===== config.mk =====
export PLATFORM = sky130hd
export DESIGN_NAME = seven_segment_scan_controller
export DESIGN_NICKNAME = d
export VERILOG_FILES = /design/src/rtl/seven_seg_pkg.sv /design/src/rtl/scan_divider.sv /design/src/rtl/seven_segment_scan_controller.sv
export SDC_FILE = /design/constraint.sdc
export NUM_CORES = 1
export LEC_CHECK = 0
export ABC_AREA = 1
export CAP_MARGIN = 10
export CORE_ASPECT_RATIO = 1.75
export CORE_MARGIN = 2
export CORE_UTILIZATION = 45
export CTS_BUF_LIST = sky130_fd_sc_hd__clkbuf_4
export DETAILED_ROUTE_END_ITERATION = 7
export PLACE_DENSITY = 0.78
export SLEW_MARGIN = 20
export SYNTH_ARGS = -nofsm -noshare
export SYNTH_HDL_FRONTEND = slang
export SYNTH_SLANG_ARGS = --single-unit

===== constraint.sdc =====
create_clock -name clk -period 1.3 [get_ports clk]
set_input_delay 0.26 -clock clk [delete_from_list [all_inputs] [get_ports clk]]
set_output_delay 0.26 -clock clk [all_outputs]
set_load 0.01 [all_outputs]

===== src/rtl/seven_seg_pkg.sv =====
// Shared types for the seven-segment scan controller.
// Scan FSM state encoding and segment bus bit positions.
package seven_seg_pkg;

  typedef enum logic [1:0] {
    IDLE  = 2'd0,
    SHOW  = 2'd1,
    BLANK = 2'd2
  } scan_state_e;

  localparam int unsigned SEG_DP_BIT = 7;

endpackage


===== src/rtl/scan_divider.sv =====
// Digit slot counter: counts 0..REFRESH_DIV-1 while run_i is high.
// Ports: clk/rst_n, run_i (count enable, clears when low), show_end_o, tc_o.
module scan_divider #(
  parameter int unsigned REFRESH_DIV  = 50000,
  parameter int unsigned BLANK_CYCLES = 500
) (
  input  logic clk,
  input  logic rst_n,
  input  logic run_i,
  output logic show_end_o,
  output logic tc_o
);

  localparam int unsigned W = $clog2(REFRESH_DIV);
  localparam logic [W-1:0] TC =
    W'(REFRESH_DIV - 1);
  localparam logic [W-1:0] SE =
    W'(REFRESH_DIV - BLANK_CYCLES - 1);

  logic [W-1:0] cnt_q, cnt_d;

  assign tc_o       = (cnt_q == TC);
  assign show_end_o = (cnt_q == SE);

  always_comb begin
    cnt_d = cnt_q + W'(1);
    if (!run_i || tc_o) cnt_d = '0;
  end

  always_ff @(posedge clk or negedge rst_n) begin
    if (!rst_n) cnt_q <= '0;
    else        cnt_q <= cnt_d;
  end

endmodule


===== src/rtl/seven_segment_scan_controller.sv =====
// Multiplexes one external 7-seg decoder across DIGITS common-anode digits.
// Ports: load/load_ready frame handshake, dec_* decoder link, seg_out/anode_n pins.
module seven_segment_scan_controller
  import seven_seg_pkg::*;
#(
  parameter int unsigned DIGITS       = 4,
  parameter int unsigned REFRESH_DIV  = 50000,
  parameter int unsigned BLANK_CYCLES = 500
) (
  input  logic                  clk,
  input  logic                  rst_n,
  input  logic                  enable,
  input  logic                  load,
  output logic                  load_ready,
  input  logic [4*DIGITS-1:0]   value_in,
  input  logic                  decimal_in,
  input  logic [DIGITS-1:0]     dp_in,
  output logic [3:0]            dec_value,
  output logic                  dec_decimal,
  input  logic [7:0]            dec_segments,
  output logic [7:0]            seg_out,
  output logic [DIGITS-1:0]     anode_n
);

  localparam int unsigned IW = $clog2(DIGITS);
  localparam logic [IW-1:0] LAST = IW'(DIGITS - 1);

  scan_state_e state_q, state_d;
  logic [IW-1:0] idx_q, idx_d;

  logic [4*DIGITS-1:0] shadow_val_q, staged_val_q;
  logic [DIGITS-1:0]   shadow_dp_q, staged_dp_q;
  logic                shadow_dec_q, staged_dec_q;
  logic                pending_q;

  logic [DIGITS-1:0] anode_q, anode_d;
  logic [7:0]        seg_q, seg_d;

  logic run, show_end, tc, wrap;
  logic accept, commit, lit;
  logic [3:0] digit_w [DIGITS];

  for (genvar k = 0; k < DIGITS; k++) begin : g_dig
    assign digit_w[k] = shadow_val_q[4*k +: 4];
  end

  // Divider only runs inside a slot; IDLE and disable hold it at 0.
  assign run = enable && (state_q != IDLE);

  scan_divider #(
    .REFRESH_DIV  (REFRESH_DIV),
    .BLANK_CYCLES (BLANK_CYCLES)
  ) u_div (
    .clk        (clk),
    .rst_n      (rst_n),
    .run_i      (run),
    .show_end_o (show_end),
    .tc_o       (tc)
  );

  assign wrap = enable && (state_q == BLANK)
             && tc && (idx_q == LAST);

  assign load_ready = !pending_q;
  assign accept     = load && !pending_q;
  // accept needs !pending and commit needs pending,
  // so a wrap-cycle load waits for the next wrap.
  assign commit     = pending_q
                   && (wrap || state_q == IDLE);

  assign dec_value   = digit_w[idx_q];
  assign dec_decimal = shadow_dec_q;
  assign seg_out     = seg_q;
  assign anode_n     = anode_q;

  always_comb begin
    state_d = state_q;
    idx_d   = idx_q;
    case (state_q)
      IDLE: begin
        idx_d = '0;
        if (enable) state_d = SHOW;
      end
      SHOW: begin
        if (!enable) begin
          state_d = IDLE;
          idx_d   = '0;
        end else if (show_end) begin
          state_d = BLANK;
        end
      end
      BLANK: begin
        if (!enable) begin
          state_d = IDLE;
          idx_d   = '0;
        end else if (tc) begin
          state_d = SHOW;
          idx_d   = (idx_q == LAST)
                  ? '0 : idx_q + IW'(1);
        end
      end
      default: begin
        state_d = IDLE;
        idx_d   = '0;
      end
    endcase
  end

  // Pins go dark on the same edge enable drops.
  assign lit = enable && (state_q == SHOW);

  always_comb begin
    anode_d = '1;
    seg_d   = '0;
    if (lit) begin
      anode_d[idx_q]    = 1'b0;
      seg_d             = dec_segments;
      seg_d[SEG_DP_BIT] = shadow_dp_q[idx_q];
    end
  end

  always_ff @(posedge clk or negedge rst_n) begin
    if (!rst_n) begin
      state_q <= IDLE;
      idx_q   <= '0;
      anode_q <= '1;
      seg_q   <= '0;
    end else begin
      state_q <= state_d;
      idx_q   <= idx_d;
      anode_q <= anode_d;
      seg_q   <= seg_d;
    end
  end

  always_ff @(posedge clk or negedge rst_n) begin
    if (!rst_n) begin
      staged_val_q <= '0;
      staged_dp_q  <= '0;
      staged_dec_q <= 1'b0;
      shadow_val_q <= '0;
      shadow_dp_q  <= '0;
      shadow_dec_q <= 1'b0;
      pending_q    <= 1'b0;
    end else begin
      if (accept) begin
        staged_val_q <= value_in;
        staged_dp_q  <= dp_in;
        staged_dec_q <= decimal_in;
        pending_q    <= 1'b1;
      end else if (commit) begin
        shadow_val_q <= staged_val_q;
        shadow_dp_q  <= staged_dp_q;
        shadow_dec_q <= staged_dec_q;
        pending_q    <= 1'b0;
      end
    end
  end

endmodule


==> results by group <==
Synthesis
  • Adder-cell share of the synthesized area: 0.0186
  • Post-synthesis mux area share: 0.0701
  • Commonest cells in the netlist: nand2_1 (83), dfrtp_1 (71), nor2_1 (55)
  • Main combinational cell family by area after synthesis: simple AND/OR/NAND/NOR gates
  • Seq cells post-synth: 75
  • Syn Area/Cell: 9.50 um2
  • Synth cell types: 28
  • Gate Count Post-Synth: 355
  • Synth Flop Type: dfrtp_1
  • Synth warnings: 0
  • Synth top area cells: dfrtp_1 (53%), nand2_1 (9.2%), nor2_1 (6.1%)
  • Syn Nets: 393
  • Simple-gate share of the synthesized area: 0.237
  • Post-synthesis cell type with the largest combined area: dfrtp_1
  • Post-synthesis compound-gate area fraction: 0.0327
  • XOR/XNOR Fraction of Synth Area: 0.0286
  • EDFF count, synth: 0
  • Seq/Total Area, Yosys: 0.558
  • Top-area cell type share of the netlist area: 0.527
  • Most frequent cell after synthesis: nand2_1
  • Post-synthesis cell area: 3370 um2
  • FFs w/ async S/R, synth: 1.00

Placement
  • Placer congestion estimate: 0.899
  • Post-DP HPWL: 5620 um
  • Dpl ws: -0.440 ns
  • I/O Buffers: 49
  • Placed cells: 523

Global routing
  • Global-route wire length before repair: 14900 um
  • GR Overflow Total: 0
  • Largest net degree at the start of global routing: 25
  • GRT Overall Usage: 0.235
  • Vias in the first global route: 3245
  • Initial antenna violation count: 0

Power and ir drop
  • Pwr dens: 1890 nW/um2
  • Pleak: 2.47 nW
  • Peak supply drop: 1370 uV

Routing
  • Antenna-violating nets left: 0
  • Routed wire length: 11100 um
  • DRT Pass-1 Iters: 4
  • DR vias/cell: 5.50
  • Routed WL per cell: 19.4 um
  • DRC Markers: 0
  • Drt initial violations: 191
  • Vias: 3137

Worst setup path
  • CP max FO: 5
  • Worst r2r src: idx_q[0]
  • Worst Reg-to-Reg Cells: 11
  • Startpoint class of the critical path: flip-flop
  • Worst reg2reg path endpoint: shadow_val_q[6]
  • Reg-to-reg slack, setup: -0.42 ns
  • Critical Path End Type: output port
  • WP data arrival: 1.52 ns
  • Req. time, crit path: 1.04 ns
  • Kind of critical path: reg -> out

CTS
  • Root Driver: clkbuf_4
  • Max clock buf depth: 2
  • Sink Count: 75
  • CTS tree: built
  • Clock slew at reported path FFs: 0.12 ns
  • Clock latency at the later pin of the worst-skew pair: 0.44 ns
  • Number of buffers created by CTS: 9
  • H-tree depth: 3

STA
  • WHS: 0.301 ns
  • Worst slew pin tran: 0.525 ns
  • RSZ-0062 raised after global routing: yes
  • Final hold violations: 0
  • F_max: 563 MHz
  • Fin. max-slew vios: 0
  • Slew HR: 0.650
  • Clock skew: 0.0176 ns
  • Tcrit/Tclk final: 1.37
  • Final setup fails: 43
  • Final worst slack: -0.477 ns
  • Fin crit period: 1.78 ns

Floorplan
  • Starting Density: 0.466
  • Chip Height: 119 um
  • Die X: 69.4 um
  • Io pins: 51
  • Core box area: 7230 um2
  • Die area: 8230 um2
  • FP Rows: 41

Final layout
  • Footprint of the multi-input gates: 1940 um2
  • Final nets: 517
  • Proportion of layout cells with a drive suffix above 1: 0.517
  • Fill count: 418
  • Register area: 1890 um2
  • Area grow syn2layout: 58.7%
  • # diodes: 0
  • Fin cells: 570

Worst hold path
  • Hold Crit Class: in -> async

Outcome
  • Violated checks: negative setup slack
  • Status: complete, but fails checks

Flow run
  • Max-cap violations: 0
[registers in the layout, indices dropped and copies added, names as in the netlist]
name,count
staged_dp_q,4
state_q,2
seg_out,8
staged_val_q,16
dec_decimal,1
u_div.cnt_q,16
shadow_dp_q,4
staged_dec_q,1
pending_q,1
anode_n,4
idx_q,2
shadow_val_q,16
[cell usage in the layout (no fill, tap or decap), types with 9 or more instances in the layout]
master and n:
buf_4 46, nor2_4 11, buf_2 14, nand2_1 45, xor2_1 9, nand2_2 28, clkbuf_4 12, dfrtp_1 67
buf_6 17, nand3_2 16, inv_1 19, nor2_1 30, mux2_2 14, nand2_4 11, clkdlybuf4s50_1 30, nor2_2 15
nand3_1 13
[report_power, final]
group | switching (W) | internal (W)
registers | 0.000725 | 0.00313
clock network | 0.000803 | 0.000640
logic | 0.00255 | 0.00229
[routing by layer]
layer	vias to the layer above	track usage	wire, um
met4	0	0.168	777
met3	55	0.0520	360
met5	-	0	0
met1	1568	0.224	3760
met2	119	0.431	6150
li1	1395	-	-
[cells by family (layout without fill, tap and decap cells)]
| kind of cell | after synthesis | after routing |
|---|---|---|
| buffers and inverters | 38 | 164 |
| AOI/OAI and AO/OA | 21 | 21 |
| DFF | 75 | 75 |
| muxes | 21 | 21 |
| adders and majority gates | 5 | 5 |
| and+or+nand+nor | 184 | 187 |
| xor gates and xnor gates | 11 | 11 |
[layout make-up]
| type | instances | area share |
|---|---|---|
| repair buffers | 120 | 0.217 |
| clock inverters | 4 | 0.00819 |
| clock buffers | 12 | 0.0168 |
| repair inverters | 1 | 0.00140 |
| inverters | 27 | 0.0201 |
| well taps | 86 | 0.0201 |
| flip-flops and latches | 75 | 0.353 |
| multi-input cells | 245 | 0.363 |
[worst max-delay path: stages (launching register included)]
cell and delay [ns]:
dfrtp_2 0.45, inv_2 0.08, o21ai_1 0.24, o22ai_2 0.15, buf_2 0.16
[repair_timing]
| item | 4_1_cts | 5_1_grt |
|---|---|---|
| pin swaps | 33 | 50 |
| gates cloned | 6 | 2 |
| resized for setup | 159 | 107 |
| endpoints found under the hold margin | 10 | 0 |
| setup endpoints to repair | 59 | 53 |
| setup buffers | 15 | 16 |
| hold buffers | 1 | 0 |
[metrics by stage]
step	utilization	TNS [ns]	total power, W	cell area [um2]
global placement	0.592	-12.36	0.00637	4290
global route	0.740	-14.42	0.0106	5350
detailed placement	0.592	-13.91	0.00650	4290
finish	0.740	-11.41	0.0101	5350
CTS	0.673	-8.55	0.00914	4870
floorplan	-	-0.625	0.00533	3400
[worst max path at each step]
| stage | startpoint | to | slack [ns] | cells after the start |
|---|---|---|---|---|
| 4_1_cts | idx_q[0] | dec_value[1] | -0.41 | 4 |
| 2_1_floorplan | u_div.cnt_q[0] | dec_decimal | -0.03 | 9 |
| 3_3_place_gp | idx_q[0] | dec_value[2] | -0.35 | 4 |
| 3_5_place_dp | idx_q[0] | dec_value[1] | -0.44 | 4 |
| 5_1_grt | idx_q[0] | dec_value[1] | -0.62 | 4 |
| 6_report | idx_q[0] | dec_value[1] | -0.48 | 4 |
Note: power is estimated with default switching activity, not from simulation.
